===== src/rtl/oserdes_rx_pkg.sv =====
// Shared definitions for the byte serial link (transmit and receive sides).
// Frame length width must match between length_in and frame_len_o.
package oserdes_rx_pkg;

    localparam int unsigned DATA_WIDTH_DEF = 8;
    localparam int unsigned FRAME_LEN_W    = 8;

    typedef enum logic {
        StIdle  = 1'b0,
        StShift = 1'b1
    } rx_state_e;

    function automatic logic [FRAME_LEN_W-1:0] sat_inc(input logic [FRAME_LEN_W-1:0] v);
        return (v == '1) ? v : v + FRAME_LEN_W'(1);
    endfunction

endpackage


===== src/rtl/oserdes_rx_fifo.sv =====
// Single-clock show-ahead FIFO with occupancy count.
// A push into a full FIFO is accepted only when a pop happens in the same cycle.
module sync_fifo_fwft #(
    parameter int unsigned DATA_WIDTH = 8,
    parameter int unsigned DEPTH      = 16,
    parameter int unsigned ADDR_WIDTH = 4
) (
    input  logic                  clk,
    input  logic                  rst_n,
    input  logic                  push_i,
    input  logic [DATA_WIDTH-1:0] push_data_i,
    input  logic                  pop_i,
    output logic [DATA_WIDTH-1:0] data_o,
    output logic                  valid_o,
    output logic                  full_o,
    output logic [ADDR_WIDTH:0]   count_o
);

    logic [DATA_WIDTH-1:0] r_mem [DEPTH];
    logic [ADDR_WIDTH:0]   r_wr_ptr;
    logic [ADDR_WIDTH:0]   r_rd_ptr;
    logic                  w_empty;
    logic                  w_full;
    logic                  w_pop;
    logic                  w_push;

    assign w_empty = (r_wr_ptr == r_rd_ptr);
    assign w_full  = (r_wr_ptr[ADDR_WIDTH] != r_rd_ptr[ADDR_WIDTH]) &&
                     (r_wr_ptr[ADDR_WIDTH-1:0] == r_rd_ptr[ADDR_WIDTH-1:0]);
    // Pop on empty is ignored, so a simultaneous push still lands.
    assign w_pop   = pop_i && !w_empty;
    assign w_push  = push_i && (!w_full || w_pop);

    always_ff @(posedge clk or negedge rst_n) begin
        if (!rst_n) begin
            r_wr_ptr <= '0;
            r_rd_ptr <= '0;
        end else begin
            if (w_push) r_wr_ptr <= r_wr_ptr + 1'b1;
            if (w_pop)  r_rd_ptr <= r_rd_ptr + 1'b1;
        end
    end

    always_ff @(posedge clk) begin
        if (w_push) r_mem[r_wr_ptr[ADDR_WIDTH-1:0]] <= push_data_i;
    end

    assign data_o  = w_empty ? '0 : r_mem[r_rd_ptr[ADDR_WIDTH-1:0]];
    assign valid_o = !w_empty;
    assign full_o  = w_full;
    assign count_o = r_wr_ptr - r_rd_ptr;

endmodule


===== src/rtl/oserdes_rx.sv =====
// Serial link receiver: LSB-first bit reassembly, valid-delimited framing,
// byte buffering with frame length / truncation / overflow reporting.
module oserdes_rx
    import oserdes_rx_pkg::*;
#(
    parameter int unsigned DATA_WIDTH = DATA_WIDTH_DEF,
    parameter int unsigned FIFO_DEPTH = 16,
    parameter int unsigned ADDR_WIDTH = 4
) (
    input  logic                   clk,
    input  logic                   rst_n,
    input  logic                   bit_i,
    input  logic                   valid_i,
    output logic [DATA_WIDTH-1:0]  data_o,
    output logic                   data_valid_o,
    input  logic                   data_ready_i,
    output logic [ADDR_WIDTH:0]    fifo_count_o,
    output logic                   frame_done_o,
    output logic [FRAME_LEN_W-1:0] frame_len_o,
    output logic                   frame_err_o,
    output logic                   overflow_o,
    input  logic                   overflow_clr_i
);

    localparam int unsigned        CNT_W    = $clog2(DATA_WIDTH);
    localparam logic [CNT_W-1:0]   LAST_BIT = CNT_W'(DATA_WIDTH - 1);

    rx_state_e              r_state;
    rx_state_e              w_state_next;
    logic [DATA_WIDTH-2:0]  r_shreg;
    logic [CNT_W-1:0]       r_bit_cnt;
    logic [FRAME_LEN_W-1:0] r_byte_cnt;
    logic [FRAME_LEN_W-1:0] r_frame_len;
    logic                   r_frame_done;
    logic                   r_frame_err;
    logic                   r_overflow;
    logic                   w_start;
    logic                   w_shift;
    logic                   w_frame_end;
    logic                   w_byte_done;
    logic                   w_full;
    logic                   w_drop;
    logic [DATA_WIDTH-1:0]  w_byte;

    always_ff @(posedge clk or negedge rst_n) begin
        if (!rst_n) r_state <= StIdle;
        else        r_state <= w_state_next;
    end

    always_comb begin
        w_state_next = r_state;
        case (r_state)
            StIdle:  if (valid_i)  w_state_next = StShift;
            StShift: if (!valid_i) w_state_next = StIdle;
        endcase
    end

    always_comb begin
        w_start     = 1'b0;
        w_shift     = 1'b0;
        w_frame_end = 1'b0;
        case (r_state)
            StIdle:  w_start = valid_i;
            StShift: begin
                w_shift     = valid_i;
                w_frame_end = !valid_i;
            end
        endcase
    end

    assign w_byte_done = w_shift && (r_bit_cnt == LAST_BIT);
    assign w_byte      = {bit_i, r_shreg};
    // Full implies non-empty, so data_ready_i alone means a pop frees a slot.
    assign w_drop      = w_byte_done && w_full && !data_ready_i;

    always_ff @(posedge clk or negedge rst_n) begin
        if (!rst_n) begin
            r_shreg      <= '0;
            r_bit_cnt    <= '0;
            r_byte_cnt   <= '0;
            r_frame_len  <= '0;
            r_frame_done <= 1'b0;
            r_frame_err  <= 1'b0;
            r_overflow   <= 1'b0;
        end else begin
            r_frame_done <= w_frame_end;
            r_frame_err  <= w_frame_end && (r_bit_cnt != '0);
            if (w_frame_end) r_frame_len <= r_byte_cnt;
            if (w_start) begin
                r_shreg    <= {{(DATA_WIDTH-2){1'b0}}, bit_i};
                r_bit_cnt  <= CNT_W'(1);
                r_byte_cnt <= '0;
            end else if (w_shift) begin
                if (w_byte_done) begin
                    r_bit_cnt  <= '0;
                    r_byte_cnt <= sat_inc(r_byte_cnt);
                end else begin
                    r_shreg[r_bit_cnt] <= bit_i;
                    r_bit_cnt          <= r_bit_cnt + CNT_W'(1);
                end
            end
            if (w_drop)              r_overflow <= 1'b1;
            else if (overflow_clr_i) r_overflow <= 1'b0;
        end
    end

    sync_fifo_fwft #(
        .DATA_WIDTH (DATA_WIDTH),
        .DEPTH      (FIFO_DEPTH),
        .ADDR_WIDTH (ADDR_WIDTH)
    ) u_fifo (
        .clk         (clk),
        .rst_n       (rst_n),
        .push_i      (w_byte_done),
        .push_data_i (w_byte),
        .pop_i       (data_ready_i),
        .data_o      (data_o),
        .valid_o     (data_valid_o),
        .full_o      (w_full),
        .count_o     (fifo_count_o)
    );

    assign frame_done_o = r_frame_done;
    assign frame_err_o  = r_frame_err;
    assign frame_len_o  = r_frame_len;
    assign overflow_o   = r_overflow;

endmodule


===== config.mk =====
export PLATFORM = sky130hd
export DESIGN_NAME = oserdes_rx
export DESIGN_NICKNAME = d
export VERILOG_FILES = /design/src/rtl/oserdes_rx_pkg.sv /design/src/rtl/oserdes_rx_fifo.sv /design/src/rtl/oserdes_rx.sv
export SDC_FILE = /design/constraint.sdc
export NUM_CORES = 1
export LEC_CHECK = 0
export ABC_AREA = 1
export BUFFER_PORTS_ARGS = -buffer_cell sky130_fd_sc_hd__buf_2
export CAP_MARGIN = 20
export CORE_MARGIN = 2
export CORE_UTILIZATION = 54
export CTS_CLUSTER_DIAMETER = 120
export DETAILED_ROUTE_END_ITERATION = 8
export PLACE_DENSITY = 0.71
export SLEW_MARGIN = 10
export SYNTH_ARGS = -nofsm -noshare
export SYNTH_HDL_FRONTEND = slang
export SYNTH_HIERARCHICAL = 1
export SYNTH_SLANG_ARGS = --single-unit

===== constraint.sdc =====
create_clock -name clk -period 2.5 [get_ports clk]
set_input_delay 0.5 -clock clk [delete_from_list [all_inputs] [get_ports clk]]
set_output_delay 0.5 -clock clk [all_outputs]
set_load 0.05 [all_outputs]

# Word level (Yosys, flattened, before mapping)
# Memory sizes are Yosys's and may differ from the RTL's.
# Cells that the tools add are included.
# W data, S select, Z words.
dict set report word_totals {
  latchBits 0
  register_bits 40
  romBits 0
  memories 1
  ramBits 128
  out_inout_bits 25
  input_bits 6
}
# name words word_bits rd rd_clocked_by_memory_dff wr line_no
set mem_list {}
lappend mem_list {u_fifo.r_mem 16 8 1 0 1 oserdes_rx_fifo.sv:19} ;# logic [DATA_WIDTH-1:0] r_mem [DEPTH];
dict set report op_classes {
  muxes 22
  order_cmp 2
  div 0
  n_bitwise 0
  addsub 5
  n_shift 0
  n_reduce_logical 19
  mul 0
  eq_ne 7
}
# op n
set ops {}
lappend ops {{$mux W8} 5}
lappend ops {{$mux W7} 3}
lappend ops {{$add A5 B1 Y5 const B} 2}
lappend ops {{$mux W1} 9}
lappend ops {{$mux W3} 3}
lappend ops {{$add A8 B1 Y8 const B} 1}
lappend ops {{$eq A8 B8 Y1 const B} 1}
lappend ops {{$logic_and A1 B1 Y1} 8}
lappend ops {{$bwmux W7} 1}
lappend ops {{$reduce_bool A2 Y1} 3}
lappend ops {{$eq A5 B5 Y1} 1}
lappend ops {{$sub A5 B5 Y5} 1}
lappend ops {{$eq A4 B4 Y1} 1}
lappend ops {{$logic_not A1 Y1} 4}
lappend ops {{$lt A3 B4 Y1 const B} 1}
lappend ops {{$ne A2 B2 Y1 const B} 2}
lappend ops {{$add A3 B1 Y3 const B} 1}
lappend ops {{$demux W1 S3} 1}
lappend ops {{$eq A3 B3 Y1 const B} 1}
lappend ops {{$ge A3 B1 Y1 const B} 1}
lappend ops {{$reduce_and A3 Y1} 1}
lappend ops {{$reduce_bool A3 Y1} 1}
lappend ops {{$reduce_and A2 Y1} 1}
lappend ops {{$logic_or A1 B1 Y1} 1}
lappend ops {{$ne A1 B1 Y1} 1}

# Longest topological paths before layout
dict set report depth {
  ltp_word 8
  mapped_depth 11
}

# Modules after synthesis
# Netlist, hierarchy kept.
# mod n_inst cells_each area_each_um2 seq_area_each_um2
set modules_own_cells {}
lappend modules_own_cells {sync_fifo_fwft 1 636 6307.3 4093.9}
lappend modules_own_cells {oserdes_rx 1 172 1483.9 750.7}

# Worst setup path before layout
# OpenSTA, ideal clock, no wires.
dict set report synth_path {
  kind {register -> output}
  startpoint {register u_fifo.r_rd_ptr[1]}
  endpoint {output data_o[0]}
  t_arrival_ns 2.665
  path_stages_with_launch 10
  slack_ns -0.665
  path_buffers 2
  required_time_ns 2.000
  path_cell_list {dfrtp_1 buf_2 inv_2 buf_2 ha_1 nand4_1 inv_1 nand2_1 inv_1 a21oi_1}
}
dict set report synth_via {
  elab_chain_cells 2
  elab_cells_between_ends 3
  classes_between {1 x eq/ne; 1 x mux; 1 x memory}
}
# item line_no
set synth_lines {}
lappend synth_lines {{start: declaration} oserdes_rx_fifo.sv:21} ;# logic [ADDR_WIDTH:0] r_rd_ptr;
lappend synth_lines {{start signal: assignment} oserdes_rx_fifo.sv:40} ;# if (w_pop) r_rd_ptr <= r_rd_ptr + 1'b1;
lappend synth_lines {{$mem_v2 Z16 W8 or $eq A5 B5 Y1 (tied branches)} -}
lappend synth_lines {{$mux W8 *} oserdes_rx_fifo.sv:48} ;# assign data_o = w_empty ? '0 : r_mem[r_rd_ptr[ADDR_WIDTH-1:0]];
lappend synth_lines {{end: declaration} oserdes_rx.sv:14} ;# output logic [DATA_WIDTH-1:0] data_o,
# Every way passes the cells marked *; elsewhere a longest branch is shown, timed or not.

# Final worst setup path
dict set report layout_path {
  startpoint {register u_fifo.r_rd_ptr[0]}
  endpoint {output data_o[7]}
}
# Same word-level chain as after synthesis.

==> flow_summary.ini <==
[outcome]
outcome = finished, violations left
violations = setup timing

[cts]
cts_root_buffer = clkbuf_16
htree_levels = 4
cts.sinks = 168
clk_latency_ns = 0.42
cts_tree = done
clockBufferDepth = 2
clk_pin_slew_worst_paths_ns = 0.06
cts_made_buffers = 17

[synthesis]
synth_cell_types = 33
synth-seq-cells = 168
syn_inst = 808
synthFlopType = edfxtp_1
synth_edf_count = 128
ys_async_sr_fraction_pct = 23.81
yosysWarnings = 6
ys_seq_area_share_pct = 62.18
synth_area_per_cell_um2 = 9.643
synth_area_um2 = 7791
syn_nets = 828

[timing]
hold_ws_ns = 0.2738
fmax_mhz = 390.9
skew_ns = 0.005972
worstMarginPinSlew_ns = 0.8027
hold_viol = 0
period_share_pct = 102.3
final-max-slew-violation-count = 0
finalSetupViolCount = 9
rsz0062_at_grt = yes
setup_ws_ns = -0.05809
slew_headroom_pct = 46.49
finalSetupTns_ns = -0.3569
final.min_clock_period_ns = 2.558

[detailed_routing]
num_vias = 5740
drc = 0
firstDrtPassIters = 5
drt_iter0_drc = 611
wl_per_cell_um = 17.60
ant_nets = 0
wirelength_um = 18850
via_per_inst = 5.359

[setup_path]
r2r_slack_ns = 0.16
cp.arrival_ns = 2.06
reg2reg_to = u_fifo/r_mem[3][4]
worstPathCellList = ha_4 > nand4_1 > inv_2 > nand2_4 > clkinvlp_4 > buf_12 > a21oi_4 > buf_6
critPathKind = reg -> out
worstPathRequired_ns = 2.00
reg2reg_depth = 11
start_kind = register
critical_path_peak_fanout = 8
critPathSlowestCell = dfrtp_2
timing.rr.start = u_fifo/r_rd_ptr[0]
worstSetupEndpointType = primary output
crit_start = u_fifo/r_rd_ptr[0]
cpPeakStageDelay_ns = 0.51

[placed_design]
port_buffers = 30
gp_congestion = 0.8505
dp_hpwl_um = 11360
place_inst = 1020

[power]
finalPower_mw = 11.82
max-vdd-ir-drop_mv = 1.474
leakage_nw = 4.237
power_density_nw_per_um2 = 1250

[final_layout]
antenna_cells = 0
final_util_pct = 67.59
stdcell_count = 1071
drive_above_1_share_pct = 20.76
final_nets = 898
synthToLayoutAreaGrowth_pct = 21.34
fillers = 1020

[worst_hold_path]
whs_path_depth = 2
min_path_type = in -> reg
hold_start = overflow_clr_i
worstHoldEndpoint = overflow_o

[grt]
grt_max_degree = 55
antenna_found_initial = 0
gr-total-overflow = 0
grt_util_all_layers_pct = 24.72
grt_pass1_wl_um = 27990
grt_pass1_vias = 5411

[die]
start_util_pct = 55.70
fp.dieH_um = 124.1
core_region_area_um2 = 13990
dieArea_um2 = 15400
num_io_pins = 31
dieWidth_um = 124.1
row_count = 43

[job]
cap_violations = 0
final cells by class:
cell class	count	area [µm²]	area share [%]
inverters	122	475.5	5.029
clock buffers	25	506.7	5.360
flip-flops and latches	168	4848	51.28
clock inverters	7	115.1	1.218
multi-input cells	491	2546	26.93
well taps	180	225.2	2.382
repair buffers	78	737.0	7.795
layout by cell type, fill, tap and decap left out, drive strengths merged:
master / count
nand4: 2
o21ai: 22
o22ai: 3
clkinv: 3
edfxtp: 128
xnor2: 3
bufinv: 3
nand3: 84
ha: 13
nor2: 34
buf: 72
fa: 1
a21oi: 21
clkinvlp: 3
a31oi: 1
nor3: 4
inv: 120
dfrtp: 40
dlygate4sd3: 1
nand2: 295
xor2: 8
clkbuf: 30
registers in the layout (all words and copies together), names as in the netlist:
register / flops
r_bit_cnt: 3
r_byte_cnt: 8
overflow_o: 1
u_fifo/r_mem: 128
u_fifo/r_rd_ptr: 5
u_fifo/r_wr_ptr: 5
r_shreg: 7
r_state: 1
frame_err_o: 1
frame_done_o: 1
frame_len_o: 8
stage by stage:
stage | setup WS [ns] | cell area (µm²)
floorplan | -0.0001597 | 7960
global placement | 0.2068 | 8379
detailed placement | 0.1582 | 8379
CTS | -0.02436 | 9196
global route | -0.1333 | 9454
finish | -0.05809 | 9454
where the power goes:
group	total [mW]	internal, mW	switching [mW]
sequential	3.54	3.23	0.306
clock	2.72	1.71	1.01
combinational	5.56	2.02	3.53
Yosys cell counts (3+ instances only):
cell type	n	area, µm²
o22ai_1	3	18.77
xor2_1	8	70.07
inv_2	9	33.78
nand2_2	5	31.28
dfrtp_1	40	1001
inv_1	112	420.4
buf_2	11	55.05
nand3_1	82	410.4
o21ai_1	5	25.02
buf_4	8	60.06
o21ai_0	12	60.06
nor3_1	4	20.02
buf_6	5	56.30
ha_1	13	162.7
o21ai_2	5	43.79
a21oi_1	19	95.09
nor2_2	5	31.28
edfxtp_1	128	3844
nand2_1	288	1081
nor2_1	28	105.1
repair_timing:
item / 4_1_cts / 5_1_grt
cloned: 0 / 7
pin swaps: 4 / 8
endpoints found under the setup margin: 10 / 10
buffers inserted: 5 / 6
endpoints found under the hold margin: 15 / 0
resized for setup: 44 / 26
hold buffers: 1 / 0
worst max-delay path, delay by kind of cell (launching register included):
| kind | cells | cell delay [ns] |
|---|---|---|
| buffers and inverters | 4 | 0.51 |
| AOI/OAI and AO/OA | 1 | 0.14 |
| DFF | 1 | 0.51 |
| adders and majority gates | 1 | 0.28 |
| and+or+nand+nor | 2 | 0.20 |
how the worst max path moves through the flow:
| stage | end | slack [ns] | depth (start not counted) |
|---|---|---|---|
| after floorplan | data_o[0] | -0.0002 | 9 |
| after CTS | data_o[7] | -0.02 | 8 |
| after detailed placement | data_o[7] | 0.16 | 9 |
| after global placement | data_o[7] | 0.21 | 9 |
| final | data_o[7] | -0.06 | 8 |
| after global routing | data_o[7] | -0.13 | 9 |
logic make-up (layout without fill, tap and decap cells):
kind of cell / count (synthesis) / count (layout) / synth area share [%]
buffers and inverters: 149 / 232 / 8.222
flip-flops: 168 / 168 / 62.18
AO/OA/AOI/OAI: 47 / 47 / 3.517
XOR/XNOR: 11 / 11 / 1.333
adder cells (fa/ha/maj): 14 / 14 / 2.345
AND/OR/NAND/NOR: 419 / 419 / 22.40
per-layer routing:
metal	wire (µm)	part of all wire (%)	GRT usage (%)	vias to the layer above
li1	-	-	-	2732
met1	8073	43	33.64	2763
met2	9418	50	39.52	202
met3	883	4.7	4.350	43
met4	478	2.5	10.25	0
met5	0	0	0	-
No activity file was read; power rests on OpenSTA's default activity.
